$ cat config.mk
export PLATFORM = sky130hd
export DESIGN_NAME = switch_2x2_sched_flat
export DESIGN_NICKNAME = d
export VERILOG_FILES = /design/src/rtl/switch_2x2_sched_if.sv /design/src/rtl/switch_2x2_sched.sv /design/src/flat_wrapper.sv
export SDC_FILE = /design/constraint.sdc
export NUM_CORES = 1
export LEC_CHECK = 0
export ABC_AREA = 1
export BUFFER_PORTS_ARGS = -buffer_cell sky130_fd_sc_hd__buf_2
export CAP_MARGIN = 15
export CORE_UTILIZATION = 45
export DETAILED_ROUTE_END_ITERATION = 12
export PLACE_DENSITY = 0.73
export SLEW_MARGIN = 10
export SYNTH_ARGS = -nofsm -noshare
export SYNTH_HDL_FRONTEND = slang
export SYNTH_SLANG_ARGS = --single-unit
$ cat constraint.sdc
create_clock -name clk -period 5.2 [get_ports clk]
set_input_delay 1.04 -clock clk [delete_from_list [all_inputs] [get_ports clk]]
set_output_delay 1.04 -clock clk [all_outputs]
set_load 0.05 [all_outputs]
$ cat src/rtl/switch_2x2_sched_if.sv
// rtl/switch_2x2_sched_if.sv - handshake bundle for the 2x2 switch scheduler ports
interface switch_2x2_sched_if #(
   parameter int DW = 32
);
   logic          inA_valid;
   logic [DW-1:0] inA_data;
   logic [3:0]    inA_da;
   logic          inA_ready;

   logic          inB_valid;
   logic [DW-1:0] inB_data;
   logic [3:0]    inB_da;
   logic          inB_ready;

   logic          outA_valid;
   logic [DW-1:0] outA_data;
   logic          outA_ready;

   logic          outB_valid;
   logic [DW-1:0] outB_data;
   logic          outB_ready;

   modport master (
      output inA_valid, inA_data, inA_da,
      input  inA_ready,
      output inB_valid, inB_data, inB_da,
      input  inB_ready,
      input  outA_valid, outA_data,
      output outA_ready,
      input  outB_valid, outB_data,
      output outB_ready
   );

   modport slave (
      input  inA_valid, inA_data, inA_da,
      output inA_ready,
      input  inB_valid, inB_data, inB_da,
      output inB_ready,
      output outA_valid, outA_data,
      input  outA_ready,
      output outB_valid, outB_data,
      input  outB_ready
   );
endinterface

$ cat src/rtl/switch_2x2_sched.sv
// rtl/switch_2x2_sched.sv - round-robin 2x2 scheduler with registered valid/ready outputs
// Illegal destinations are accepted and discarded; a saturating counter records them.
module switch_2x2_sched #(
   parameter int DW      = 32,
   parameter int DROP_CW = 8
) (
   input  logic               clk,
   input  logic               resetN,
   switch_2x2_sched_if.slave  sw,
   output logic [DROP_CW-1:0] drop_cnt
);

   logic          reqA_oA, reqA_oB, reqB_oA, reqB_oB;
   logic          illA, illB;
   logic          load_okA, load_okB;
   logic          selA_b, selA_a, selB_b, selB_a;
   logic          accA, accB;

   logic          outA_valid_q, outA_valid_d;
   logic          outB_valid_q, outB_valid_d;
   logic [DW-1:0] outA_data_q, outA_data_d;
   logic [DW-1:0] outB_data_q, outB_data_d;
   logic          rrA_q, rrA_d;
   logic          rrB_q, rrB_d;
   logic [DROP_CW-1:0] drop_cnt_q, drop_cnt_d;
   logic [1:0]         drop_inc;
   logic [DROP_CW:0]   drop_sum;

   always_comb begin
      reqA_oA = sw.inA_valid && (sw.inA_da == 4'b0001);
      reqA_oB = sw.inA_valid && (sw.inA_da == 4'b0010);
      reqB_oA = sw.inB_valid && (sw.inB_da == 4'b0001);
      reqB_oB = sw.inB_valid && (sw.inB_da == 4'b0010);
      illA    = sw.inA_valid && !reqA_oA && !reqA_oB;
      illB    = sw.inB_valid && !reqB_oA && !reqB_oB;
   end

   assign load_okA = !outA_valid_q || sw.outA_ready;
   assign load_okB = !outB_valid_q || sw.outB_ready;

   // Input B wins an output when alone, or when contending with the pointer set to B.
   always_comb begin
      selA_b = reqB_oA && (!reqA_oA || rrA_q);
      selA_a = reqA_oA && !selA_b;
      selB_b = reqB_oB && (!reqA_oB || rrB_q);
      selB_a = reqA_oB && !selB_b;
      accA   = load_okA && (selA_a || selA_b);
      accB   = load_okB && (selB_a || selB_b);
   end

   assign sw.inA_ready = illA || (selA_a && load_okA) || (selB_a && load_okB);
   assign sw.inB_ready = illB || (selA_b && load_okA) || (selB_b && load_okB);

   always_comb begin
      outA_valid_d = outA_valid_q;
      outA_data_d  = outA_data_q;
      rrA_d        = rrA_q;
      if (accA) begin
         outA_valid_d = 1'b1;
         outA_data_d  = selA_b ? sw.inB_data : sw.inA_data;
         rrA_d        = !selA_b;
      end else if (sw.outA_ready) begin
         outA_valid_d = 1'b0;
      end
   end

   always_comb begin
      outB_valid_d = outB_valid_q;
      outB_data_d  = outB_data_q;
      rrB_d        = rrB_q;
      if (accB) begin
         outB_valid_d = 1'b1;
         outB_data_d  = selB_b ? sw.inB_data : sw.inA_data;
         rrB_d        = !selB_b;
      end else if (sw.outB_ready) begin
         outB_valid_d = 1'b0;
      end
   end

   // One extra sum bit catches the carry so the counter clamps instead of wrapping.
   always_comb begin
      drop_inc   = {1'b0, illA} + {1'b0, illB};
      drop_sum   = {1'b0, drop_cnt_q} + {{(DROP_CW-1){1'b0}}, drop_inc};
      drop_cnt_d = drop_sum[DROP_CW] ? {DROP_CW{1'b1}} : drop_sum[DROP_CW-1:0];
   end

   always_ff @(posedge clk or negedge resetN) begin
      if (!resetN) begin
         outA_valid_q <= 1'b0;
         outB_valid_q <= 1'b0;
         outA_data_q  <= '0;
         outB_data_q  <= '0;
         rrA_q        <= 1'b0;
         rrB_q        <= 1'b0;
         drop_cnt_q   <= '0;
      end else begin
         outA_valid_q <= outA_valid_d;
         outB_valid_q <= outB_valid_d;
         outA_data_q  <= outA_data_d;
         outB_data_q  <= outB_data_d;
         rrA_q        <= rrA_d;
         rrB_q        <= rrB_d;
         drop_cnt_q   <= drop_cnt_d;
      end
   end

   assign sw.outA_valid = outA_valid_q;
   assign sw.outA_data  = outA_data_q;
   assign sw.outB_valid = outB_valid_q;
   assign sw.outB_data  = outB_data_q;
   assign drop_cnt      = drop_cnt_q;

endmodule

$ cat src/flat_wrapper.sv
// flat-port wrapper written by rule: the top's interface ports become plain ports
module switch_2x2_sched_flat 
#(
   parameter int DW      = 32,
   parameter int DROP_CW = 8
)
  (clk, resetN, drop_cnt, sw_inA_valid, sw_inA_data, sw_inA_da, sw_inA_ready, sw_inB_valid, sw_inB_data, sw_inB_da, sw_inB_ready, sw_outA_valid, sw_outA_data, sw_outA_ready, sw_outB_valid, sw_outB_data, sw_outB_ready);
  switch_2x2_sched_if #(.DW(DW)) sw_i ();
  input  logic clk;
  input  logic resetN;
  output logic [DROP_CW-1:0] drop_cnt;
  input wire logic [$bits(sw_i.inA_valid)-1:0] sw_inA_valid;
  input wire logic [$bits(sw_i.inA_data)-1:0] sw_inA_data;
  input wire logic [$bits(sw_i.inA_da)-1:0] sw_inA_da;
  output wire logic [$bits(sw_i.inA_ready)-1:0] sw_inA_ready;
  input wire logic [$bits(sw_i.inB_valid)-1:0] sw_inB_valid;
  input wire logic [$bits(sw_i.inB_data)-1:0] sw_inB_data;
  input wire logic [$bits(sw_i.inB_da)-1:0] sw_inB_da;
  output wire logic [$bits(sw_i.inB_ready)-1:0] sw_inB_ready;
  output wire logic [$bits(sw_i.outA_valid)-1:0] sw_outA_valid;
  output wire logic [$bits(sw_i.outA_data)-1:0] sw_outA_data;
  input wire logic [$bits(sw_i.outA_ready)-1:0] sw_outA_ready;
  output wire logic [$bits(sw_i.outB_valid)-1:0] sw_outB_valid;
  output wire logic [$bits(sw_i.outB_data)-1:0] sw_outB_data;
  input wire logic [$bits(sw_i.outB_ready)-1:0] sw_outB_ready;
  assign sw_i.inA_valid = sw_inA_valid;
  assign sw_i.inA_data = sw_inA_data;
  assign sw_i.inA_da = sw_inA_da;
  assign sw_inA_ready = sw_i.inA_ready;
  assign sw_i.inB_valid = sw_inB_valid;
  assign sw_i.inB_data = sw_inB_data;
  assign sw_i.inB_da = sw_inB_da;
  assign sw_inB_ready = sw_i.inB_ready;
  assign sw_outA_valid = sw_i.outA_valid;
  assign sw_outA_data = sw_i.outA_data;
  assign sw_i.outA_ready = sw_outA_ready;
  assign sw_outB_valid = sw_i.outB_valid;
  assign sw_outB_data = sw_i.outB_data;
  assign sw_i.outB_ready = sw_outB_ready;
  switch_2x2_sched #(.DW(DW), .DROP_CW(DROP_CW)) u_core (.clk(clk), .resetN(resetN), .sw(sw_i), .drop_cnt(drop_cnt));
endmodule
==> reports/results.ini, run 1 <==
[min_path]
holdCritStartpoint=u_core.sw.outA_data[28]
hold_class=flip-flop to flip-flop

[logic_synthesis]
syn_area_mm2=0.004069
ys_types=22
ys_ff_latch=76
avgSynthCellArea_um2=7.113
synth_cells=572
synth_nets=652
ys_warn_count=0
synth_seq_area_share=0.4674

[cts]
clock_path_buffers=2
htree_levels=3
cts_hold_buf=0
cts_tree=yes
clk_latency_ns=0.35
clock-sinks=76
numCtsBuffers=9
clk_pin_slew_worst_paths_ns=0.07
cts_resized=0
cts-root-buf=clkbuf_8
post_cts_buffers=0

[critical_path]
crit_arrival_ns=2.66
path_max_fanout=19
r2r-start=u_core.drop_cnt[0]
path_cells=buf_2 > inv_1 > nor2_1 > nand3_1 > clkinv_1 > nand2_1 > nand2_1 > nand3_1 > buf_2
critPathKind=primary input to primary output
startpoint=sw_inB_da[0]
crit_slowest_cell=clkinv_1
end_kind=primary output
slowest_delay_ns=0.48
worstPathRequired_ns=4.16
start_kind=primary input

[floorplanning]
io_pins=154
rows=34
die_x_um=97.09
dieArea_mm2=0.009426
die_h_um=97.09
initial_core_util=0.4666
coreArea_mm2=0.008721

[place]
io_buffers=153
placed_area_mm2=0.004880
dp_cells=811
gp_congestion=0.8558
place_ws_ns=1.522
dp_hpwl_um=8170

[cells_and_area]
final_layout_size_suffix_gt1_frac=0.2573
final_common_cell=nand2_1
area_growth_pct=24.91
final_cell_mix=nand2_1 (211), buf_2 (152), nand3_1 (141), inv_1 (80), dfrtp_1 (76)
multi_input_area_mm2=0.001703
seq_area_mm2=0.001902
antenna_cells=0
finalNonFillerCells=827
post-route-util=0.5828
finalInstanceArea_mm2=0.005082
nets=794
fill_cells=864

[sta]
finalCritPeriodShare=0.7115
timing.hold.ws_ns=0.4811
tightest_slew_ns=0.9583
worst_slack_ns=1.500
fin_setup_tns_ns=0
drv_slew=0
max_freq_ghz=0.2703
hold_viol=0
finalSetupViolations=0
fin_crit_ns=3.700
rsz0062_at_grt=false
slew_headroom=0.3611
clock_skew_ns=0.01024

[route]
dr.pass1.iters=5
vias=4303
drtIter0Drc=237
vias_per_cell=5.203
wl_per_cell_um=14.23
final_antenna_net_count=0
wl_um=11770
drc=0

[pwr]
power_per_cell_area_mw_per_mm2=459.4
fin_total_pwr_mw=2.335
power_leakage_nw=3.092
ir_drop_uv=411.1

[grt]
grt_max_degree=77
grt_pass1_wl_um=19440
track_usage=0.2569
antenna_found_initial=0
first_global_vias=4125
grt-ovfl-total=0

[job]
cap_violations=0

[status]
status=finished clean

[area by class of cell]
cell class | count | share of cell area
Sequential cell | 76 | 0.3742
Inverter | 83 | 0.06130
Timing Repair Buffer | 161 | 0.1630
Clock inverter | 4 | 0.009355
Tap cell | 108 | 0.02659
Multi-Input combinational cell | 383 | 0.3351
Clock buffer | 12 | 0.03053
[worst max-delay path: cells and delay by family]
kind | cells | cell delay (ns)
and+or+nand+nor | 5 | 0.70
buffers and inverters | 4 | 0.92
[cell usage after synthesis (all sizes together)]
master,instances,area (um^2)
or2,1,6.260
inv,82,307.8
and2,1,6.260
clkbuf,10,37.54
clkinv,1,3.750
nand3b,2,15.01
buf,20,122.6
ha,1,12.51
o21ai,5,25.02
nand4,3,18.77
nor2,13,58.80
nand3,141,705.7
dfrtp,76,1902
nor3,2,10.01
nand2,211,792.0
fa,1,20.02
a21oi,2,25.03
[routing by layer]
layer / GRT usage / wire [um]
met1: 0.3432 / 5120
met2: 0.4030 / 5356
met3: 0.05108 / 988
met4: 0.1194 / 301
met5: 0 / 0
[sequential cells by signal, summed over array words and instances, names as in the netlist]
name and count:
u_core.drop_cnt 8, u_core.rrA_q 1, u_core.rrB_q 1, u_core.sw.outA_data 32, u_core.sw.outA_valid 1, u_core.sw.outB_data 32, u_core.sw.outB_valid 1
[worst paths after layout]
check	endpoint	slack (ns)	cells after the start
min in group asynchronous	u_core.sw.outA_data[11]	0.84	1
min	u_core.sw.outA_data[28]	0.48	2
max	sw_inA_ready	1.50	9
max in group asynchronous	u_core.sw.outA_data[26]	3.75	1
min reg2reg	u_core.sw.outA_data[28]	0.48	2
max reg2reg	u_core.drop_cnt[5]	3.11	9
[cell families after synthesis]
| family | share of synthesized area |
|---|---|
| compound gates | 0.01230 |
| simple gates | 0.3964 |
| fa+ha+maj | 0.007995 |
| flops | 0.4674 |
| buf+inv | 0.1159 |
[report_power, final]
group | total, mW | switching, mW | internal [mW]
sequential | 0.851 | 0.104 | 0.748
combinational | 1.02 | 0.788 | 0.227
clock | 0.468 | 0.221 | 0.247
No activity file was read; power rests on OpenSTA's default activity.
==> run 2: changes to the inputs <==
- clock period: 5.2 -> 3.9 ns (I/O delays scaled with it)
==> reports/results.ini, run 2 (synthesized netlist as in run 1, its figures left out) <==
[status]
status=finished clean  ; unchanged

[grt]
grt.busiest_layer=met2  ; unchanged
antenna_found_initial=0  ; unchanged
grt-ovfl-total=0  ; unchanged
track_usage=0.2619  ; was 0.2569
grt_max_degree=77  ; unchanged
grt_pass1_wl_um=19910  ; was 19,440 um
met1_usage=0.3554  ; was 0.3432
first_global_vias=4203  ; was 4,125
met2_usage=0.4139  ; was 0.4030
met3_usage=0.04460  ; was 0.05108

[cts]
clock_path_buffers=2  ; unchanged
cts_resized=0  ; unchanged
clock-sinks=76  ; unchanged
cts_tree=yes  ; unchanged
cts_hold_buf=0  ; unchanged
post_cts_buffers=0  ; unchanged
clk_pin_slew_worst_paths_ns=0.08  ; was 0.07 ns
clk_latency_ns=0.34  ; was 0.35 ns
numCtsBuffers=9  ; unchanged
cts-root-buf=clkbuf_8  ; unchanged
htree_levels=3  ; unchanged

[sta]
finalCritPeriodShare=0.8145
tightest_slew_ns=0.9668  ; was 0.9583 ns
rsz0062_at_grt=false  ; unchanged
fin_setup_tns_ns=0  ; unchanged
clock_skew_ns=0.009224  ; was 0.01024 ns
timing.hold.ws_ns=0.4779  ; was 0.4811 ns
max_freq_ghz=0.3148
hold_viol=0  ; unchanged
drv_slew=0  ; unchanged
finalSetupViolations=0  ; unchanged
fin_crit_ns=3.176
slew_headroom=0.3554  ; was 0.3611

[pwr]
p_comb_frac=0.454  ; was 0.435
power_per_cell_area_mw_per_mm2=594.6  ; was 459.4 mW/mm^2
netSwitchingPower_mw=1.469  ; was 1.113 mW
p_int_mw=1.526  ; was 1.222 mW
power_leakage_nw=3.074  ; was 3.092 nW
p_seq_frac=0.378  ; was 0.365
ir_drop_uv=553.0  ; was 411.1 uV
fin_total_pwr_mw=2.995  ; was 2.335 mW
power_frac_clock=0.168  ; was 0.200
sw_frac_of_total=0.4904  ; was 0.4767

[critical_path]
r2r-start=u_core.drop_cnt[0]  ; unchanged
start_kind=primary input  ; unchanged
path_cells=buf_2 > nor2_2 > nand4_1 > nand2_1 > nand2_1 > nand3_1 > buf_2  ; was buf_2 > inv_1 > nor2_1 > nand3_1 > clkinv_1 > nand2_1 > nand2_1 > nand3_1 > buf_2
worstPathRequired_ns=3.12  ; was 4.16 ns
crit_slowest_cell=nand4_1  ; was clkinv_1
critPathKind=primary input to primary output  ; unchanged
slowest_delay_ns=0.55  ; was 0.48 ns
end_kind=primary output  ; unchanged
crit_arrival_ns=2.40  ; was 2.66 ns
startpoint=sw_inA_da[3]  ; was sw_inB_da[0]
path_max_fanout=13  ; was 19

[route]
drtIter0Drc=318  ; was 237
wl_um=11890  ; was 11,770 um
drc=0  ; unchanged
vias_per_cell=5.168  ; was 5.203
wl_per_cell_um=14.37  ; was 14.23 um
dr.pass1.iters=5  ; unchanged
final_antenna_net_count=0  ; unchanged
vias=4274  ; was 4,303

[floorplanning]
initial_core_util=0.4666  ; unchanged
coreArea_mm2=0.008721  ; unchanged
die_h_um=97.09  ; unchanged
io_pins=154  ; unchanged
rows=34  ; unchanged
dieArea_mm2=0.009426  ; unchanged
die_x_um=97.09  ; unchanged

[cells_and_area]
final_layout_size_suffix_gt1_frac=0.2545  ; was 0.2573
antenna_cells=0  ; unchanged
final_cell_mix=nand2_1 (211), buf_2 (152), nand3_1 (141), inv_1 (80), dfrtp_1 (76)  ; unchanged
nets=795  ; was 794
area_growth_pct=23.80  ; was 24.91%
fill_cells=826  ; was 864
seq_area_mm2=0.001902  ; unchanged
multi_input_area_mm2=0.001703  ; unchanged
final_common_cell=nand2_1  ; unchanged

[place]
gp_congestion=0.8340  ; was 0.8558
io_buffers=153  ; unchanged
dp_hpwl_um=8203  ; was 8170 um

[min_path]
hold_class=flip-flop to flip-flop  ; unchanged
holdCritStartpoint=u_core.sw.outB_data[26]  ; was u_core.sw.outA_data[28]

[job]
cap_violations=0  ; unchanged

==> run 2: path summary, 6_finish.rpt <==
| check | end | slack (ns) | cells after the start |
|---|---|---|---|
| setup / recovery | sw_inA_ready | 0.72 | 7 |
| hold / removal | u_core.sw.outB_data[26] | 0.48 | 2 |
| setup reg to reg | u_core.drop_cnt[2] | 1.83 | 9 |
| hold reg to reg | u_core.sw.outB_data[26] | 0.48 | 2 |
| max in group asynchronous | u_core.sw.outA_data[24] | 2.69 | 1 |
| min in group asynchronous | u_core.sw.outA_data[11] | 0.58 | 1 |
==> run 2: layout make-up <==
class,instances,share of cell area
inverters,83,0.06185
well taps,108,0.02683
clock buffers,12,0.02683
flip-flops and latches,76,0.3775
repair buffers,162,0.1659
multi-input cells,383,0.3381
clock inverters,3,0.002981
==> run 2: routing by layer <==
metal	up-vias	part of all wire
met5	-	0
met4	0	0.022
met3	26	0.091
met2	248	0.46
met1	1945	0.43
li1	2055	-
==> run 2: power groups by stage <==
| stage | Combinational, mW | Clock, mW | Sequential, mW |
|---|---|---|---|
| CTS | 1.37 | 0.516 | 1.13 |
| detailed placement | 1.37 | 0 | 1.14 |
| global route | 1.44 | 0.550 | 1.16 |
| global placement | 1.34 | 0 | 1.14 |
| finish | 1.36 | 0.502 | 1.13 |
| floorplan | 0.286 | 0 | 1.85 |
==> run 2: critical path: cells and delay by family <==
family / cells / cell delay (ns)
buffers and inverters: 2 / 0.39
AND/OR/NAND/NOR: 5 / 1.24
==> run 2: metrics by stage <==
step	setup WS (ns)	area, um^2	util	std cells
after floorplan	1.122	4069	-	572
after global placement	0.9077	4887	0.5604	812
after detailed placement	0.8154	4887	0.5604	812
after CTS	0.7980	5037	0.5776	827
after global routing	0.6614	5037	0.5776	827
final	0.7235	5037	0.5776	827
==> run 3: changes to the inputs <==
- ABC_AREA: 1 -> 0
- PLACE_DENSITY: 0.73 -> 0.74
- clock period: 3.9 -> 3.1 ns (I/O delays scaled with it)
==> reports/results.ini, run 3 <==
[sta]
clock_skew_ns=0.008511  ; was 0.009224 ns
finalSetupViolations=0  ; unchanged
rsz0062_at_grt=false  ; unchanged
drv_slew=0  ; unchanged
fin_crit_ns=2.692
finalCritPeriodShare=0.8685
fin_setup_tns_ns=0  ; unchanged
max_freq_ghz=0.3714
slew_headroom=0.3656  ; was 0.3554
tightest_slew_ns=0.9516  ; was 0.9668 ns
hold_viol=0  ; unchanged

[grt]
grt_pass1_wl_um=13650  ; was 19,910 um
grt-ovfl-total=0  ; unchanged
track_usage=0.2011  ; was 0.2619
grt_max_degree=77  ; unchanged
first_global_vias=2803  ; was 4,203
antenna_found_initial=0  ; unchanged

[cts]
post_cts_buffers=0  ; unchanged
cts_hold_buf=0  ; unchanged
clk_latency_ns=0.35  ; was 0.34 ns
cts-root-buf=clkbuf_8  ; unchanged
cts_resized=0  ; unchanged
clock-sinks=76  ; unchanged
clk_pin_slew_worst_paths_ns=0.08  ; about the same
numCtsBuffers=9  ; unchanged
cts_tree=yes  ; unchanged
htree_levels=3  ; unchanged
clock_path_buffers=2  ; unchanged

[logic_synthesis]
synth_nets=362  ; was 652
yosysTopAreaCellShare=0.4898  ; was 0.4674
ys_ff_latch=76  ; unchanged
ys_async_sr_fraction=1.000  ; unchanged
yosysMostFrequentCell=mux2_2  ; was nand2_1
avgSynthCellArea_um2=13.77  ; was 7.113 um^2
synth_edf_count=0  ; unchanged
synth_top_area_cell=dfrtp_1  ; unchanged
syn_area_mm2=0.003882  ; was 0.004069 mm^2
synth_cells=282  ; was 572
synth_common_cells=mux2_2 (112), dfrtp_1 (76), mux2_1 (17)  ; was nand2_1 (211), nand3_1 (141), inv_1 (80)
synth-main-ff-cell=dfrtp_1  ; unchanged
synth_seq_area_share=0.4898  ; was 0.4674
ys_types=28  ; was 22
ys_warn_count=0  ; unchanged
synth_area_leaders=dfrtp_1 (49%), mux2_2 (32%), mux2_1 (4.9%), buf_6 (1.7%), o311ai_4 (1.4%)  ; was dfrtp_1 (47%), nand2_1 (19%), nand3_1 (17%), inv_1 (7.4%), buf_4 (1.7%)

[pwr]
power_leakage_nw=2.371  ; was 3.074 nW
power_per_cell_area_mw_per_mm2=820.2  ; was 594.6 mW/mm^2
fin_total_pwr_mw=4.089  ; was 2.995 mW
ir_drop_uv=516.6  ; was 553.0 uV

[cells_and_area]
multi_input_area_mm2=0.001876  ; was 0.001703 mm^2
final_common_cell=buf_2  ; was nand2_1
nets=524  ; was 795
area_growth_pct=28.42  ; was 23.80%
final_layout_size_suffix_gt1_frac=0.6540  ; was 0.2545
final_cell_mix=buf_2 (152), mux2_2 (112), dfrtp_1 (76), mux2_1 (17), nand2_1 (12)  ; was nand2_1 (211), buf_2 (152), nand3_1 (141), inv_1 (80), dfrtp_1 (76)
antenna_cells=0  ; unchanged
fill_cells=695  ; was 826
seq_area_mm2=0.001902  ; unchanged

[critical_path]
start_kind=primary input  ; unchanged
crit_arrival_ns=2.07  ; was 2.40 ns
path_buf_inv=3  ; was 2
ff2ff_setup_slack_ns=1.21  ; was 1.83 ns
reg2reg_depth=4  ; was 9
end_kind=primary output  ; unchanged
slowest_delay_ns=0.43  ; was 0.55 ns
r2r_end=u_core.sw.outA_data[9]  ; was u_core.drop_cnt[2]
worstPathRequired_ns=2.48  ; was 3.12 ns
r2r-start=u_core.rrA_q  ; was u_core.drop_cnt[0]
critPathKind=primary input to primary output  ; unchanged
path_max_fanout=5  ; was 13
crit_cells=6  ; was 7
crit_slowest_cell=or3b_4  ; was nand4_1
path_cells=buf_2 > or3b_4 > o311ai_4 > inv_1 > o221ai_1 > buf_2  ; was buf_2 > nor2_2 > nand4_1 > nand2_1 > nand2_1 > nand3_1 > buf_2
cpMostUsedCell=buf_2
cp_top_family=compound AO/OA/AOI/OAI gates  ; was simple AND/OR/NAND/NOR gates

[min_path]
hold_class=primary input to async pin  ; was flip-flop to flip-flop

[route]
drc=0  ; unchanged
drtIter0Drc=58  ; was 318
vias=2832  ; was 4,274
final_antenna_net_count=0  ; unchanged
wl_um=8588  ; was 11,890 um
vias_per_cell=5.121  ; was 5.168
wl_per_cell_um=15.53  ; was 14.37 um
dr.pass1.iters=4  ; was 5

[floorplanning]
rows=33  ; was 34
dieArea_mm2=0.009003  ; was 0.009426 mm^2
coreArea_mm2=0.008299  ; was 0.008721 mm^2
die_x_um=94.89  ; was 97.09 um
io_pins=154  ; unchanged
initial_core_util=0.4678  ; was 0.4666
die_h_um=94.89  ; was 97.09 um

[place]
gp_congestion=0.7939  ; was 0.8340
dp_hpwl_um=6424  ; was 8203 um
io_buffers=153  ; unchanged

[job]
cap_violations=0  ; unchanged

[status]
status=finished clean  ; unchanged

## run 3: cell families (layout without fill, tap and decap cells)
group / after synthesis / count (layout) / synth area share
multiplexers: 129 / 129 / 0.3742
AO/OA/AOI/OAI: 12 / 12 / 0.03158
AND/OR/NAND/NOR: 44 / 44 / 0.06027
XOR/XNOR: 3 / 3 / 0.006769
flip-flops: 76 / 76 / 0.4898
buffers and inverters: 16 / 182 / 0.02900
adder cells (fa/ha/maj): 2 / 2 / 0.008379
## run 3: how the worst max path moves through the flow
stage | start | to | slack (ns)
2_1_floorplan | sw_inA_da[3] | sw_inA_ready | 0.006
3_3_place_gp | sw_inA_da[3] | sw_inA_ready | 0.47
3_5_place_dp | sw_inA_da[3] | sw_inA_ready | 0.41
4_1_cts | sw_inA_da[3] | sw_inA_ready | 0.41
5_1_grt | sw_inA_da[3] | sw_inA_ready | 0.31
6_report | sw_inA_da[3] | sw_inA_ready | 0.41
## run 3: power breakdown
part | internal, mW | leakage, nW | total [mW] | switching, mW
clock | 0.450 | 0.0956 | 0.798 | 0.348
sequential | 1.28 | 0.918 | 1.45 | 0.175
combinational | 0.504 | 1.36 | 1.84 | 1.33
## run 3: cell type report
class	instances	share of cell area
Clock inverter	4	0.01506
Inverter	4	0.003011
Clock buffer	11	0.02635
Timing Repair Buffer	163	0.1716
Multi-Input combinational cell	190	0.3762
Tap cell	105	0.02635
Sequential cell	76	0.3814
## run 3: metal layers
metal,wire length (um),vias up,global-route usage
met2,3875,116,0.3088
li1,-,1339,-
met4,82,0,0.07197
met5,0,-,0
met3,737,7,0.05797
met1,3892,1370,0.2704
## run 3: through the flow
| step | instance area, um^2 | instances | setup slack (ns) | hold slack [ns] | utilization |
|---|---|---|---|---|---|
| after CTS | 4986 | 553 | 0.4060 | 0.4537 | 0.6008 |
| after floorplan | 3882 | 282 | 0.006312 | 0.3244 | - |
| final | 4986 | 553 | 0.4078 | 0.4127 | 0.6008 |
| after global routing | 4986 | 553 | 0.3055 | 0.5161 | 0.6008 |
| after detailed placement | 4780 | 538 | 0.4134 | 0.4899 | 0.5759 |
| after global placement | 4780 | 538 | 0.4726 | 0.4852 | 0.5759 |
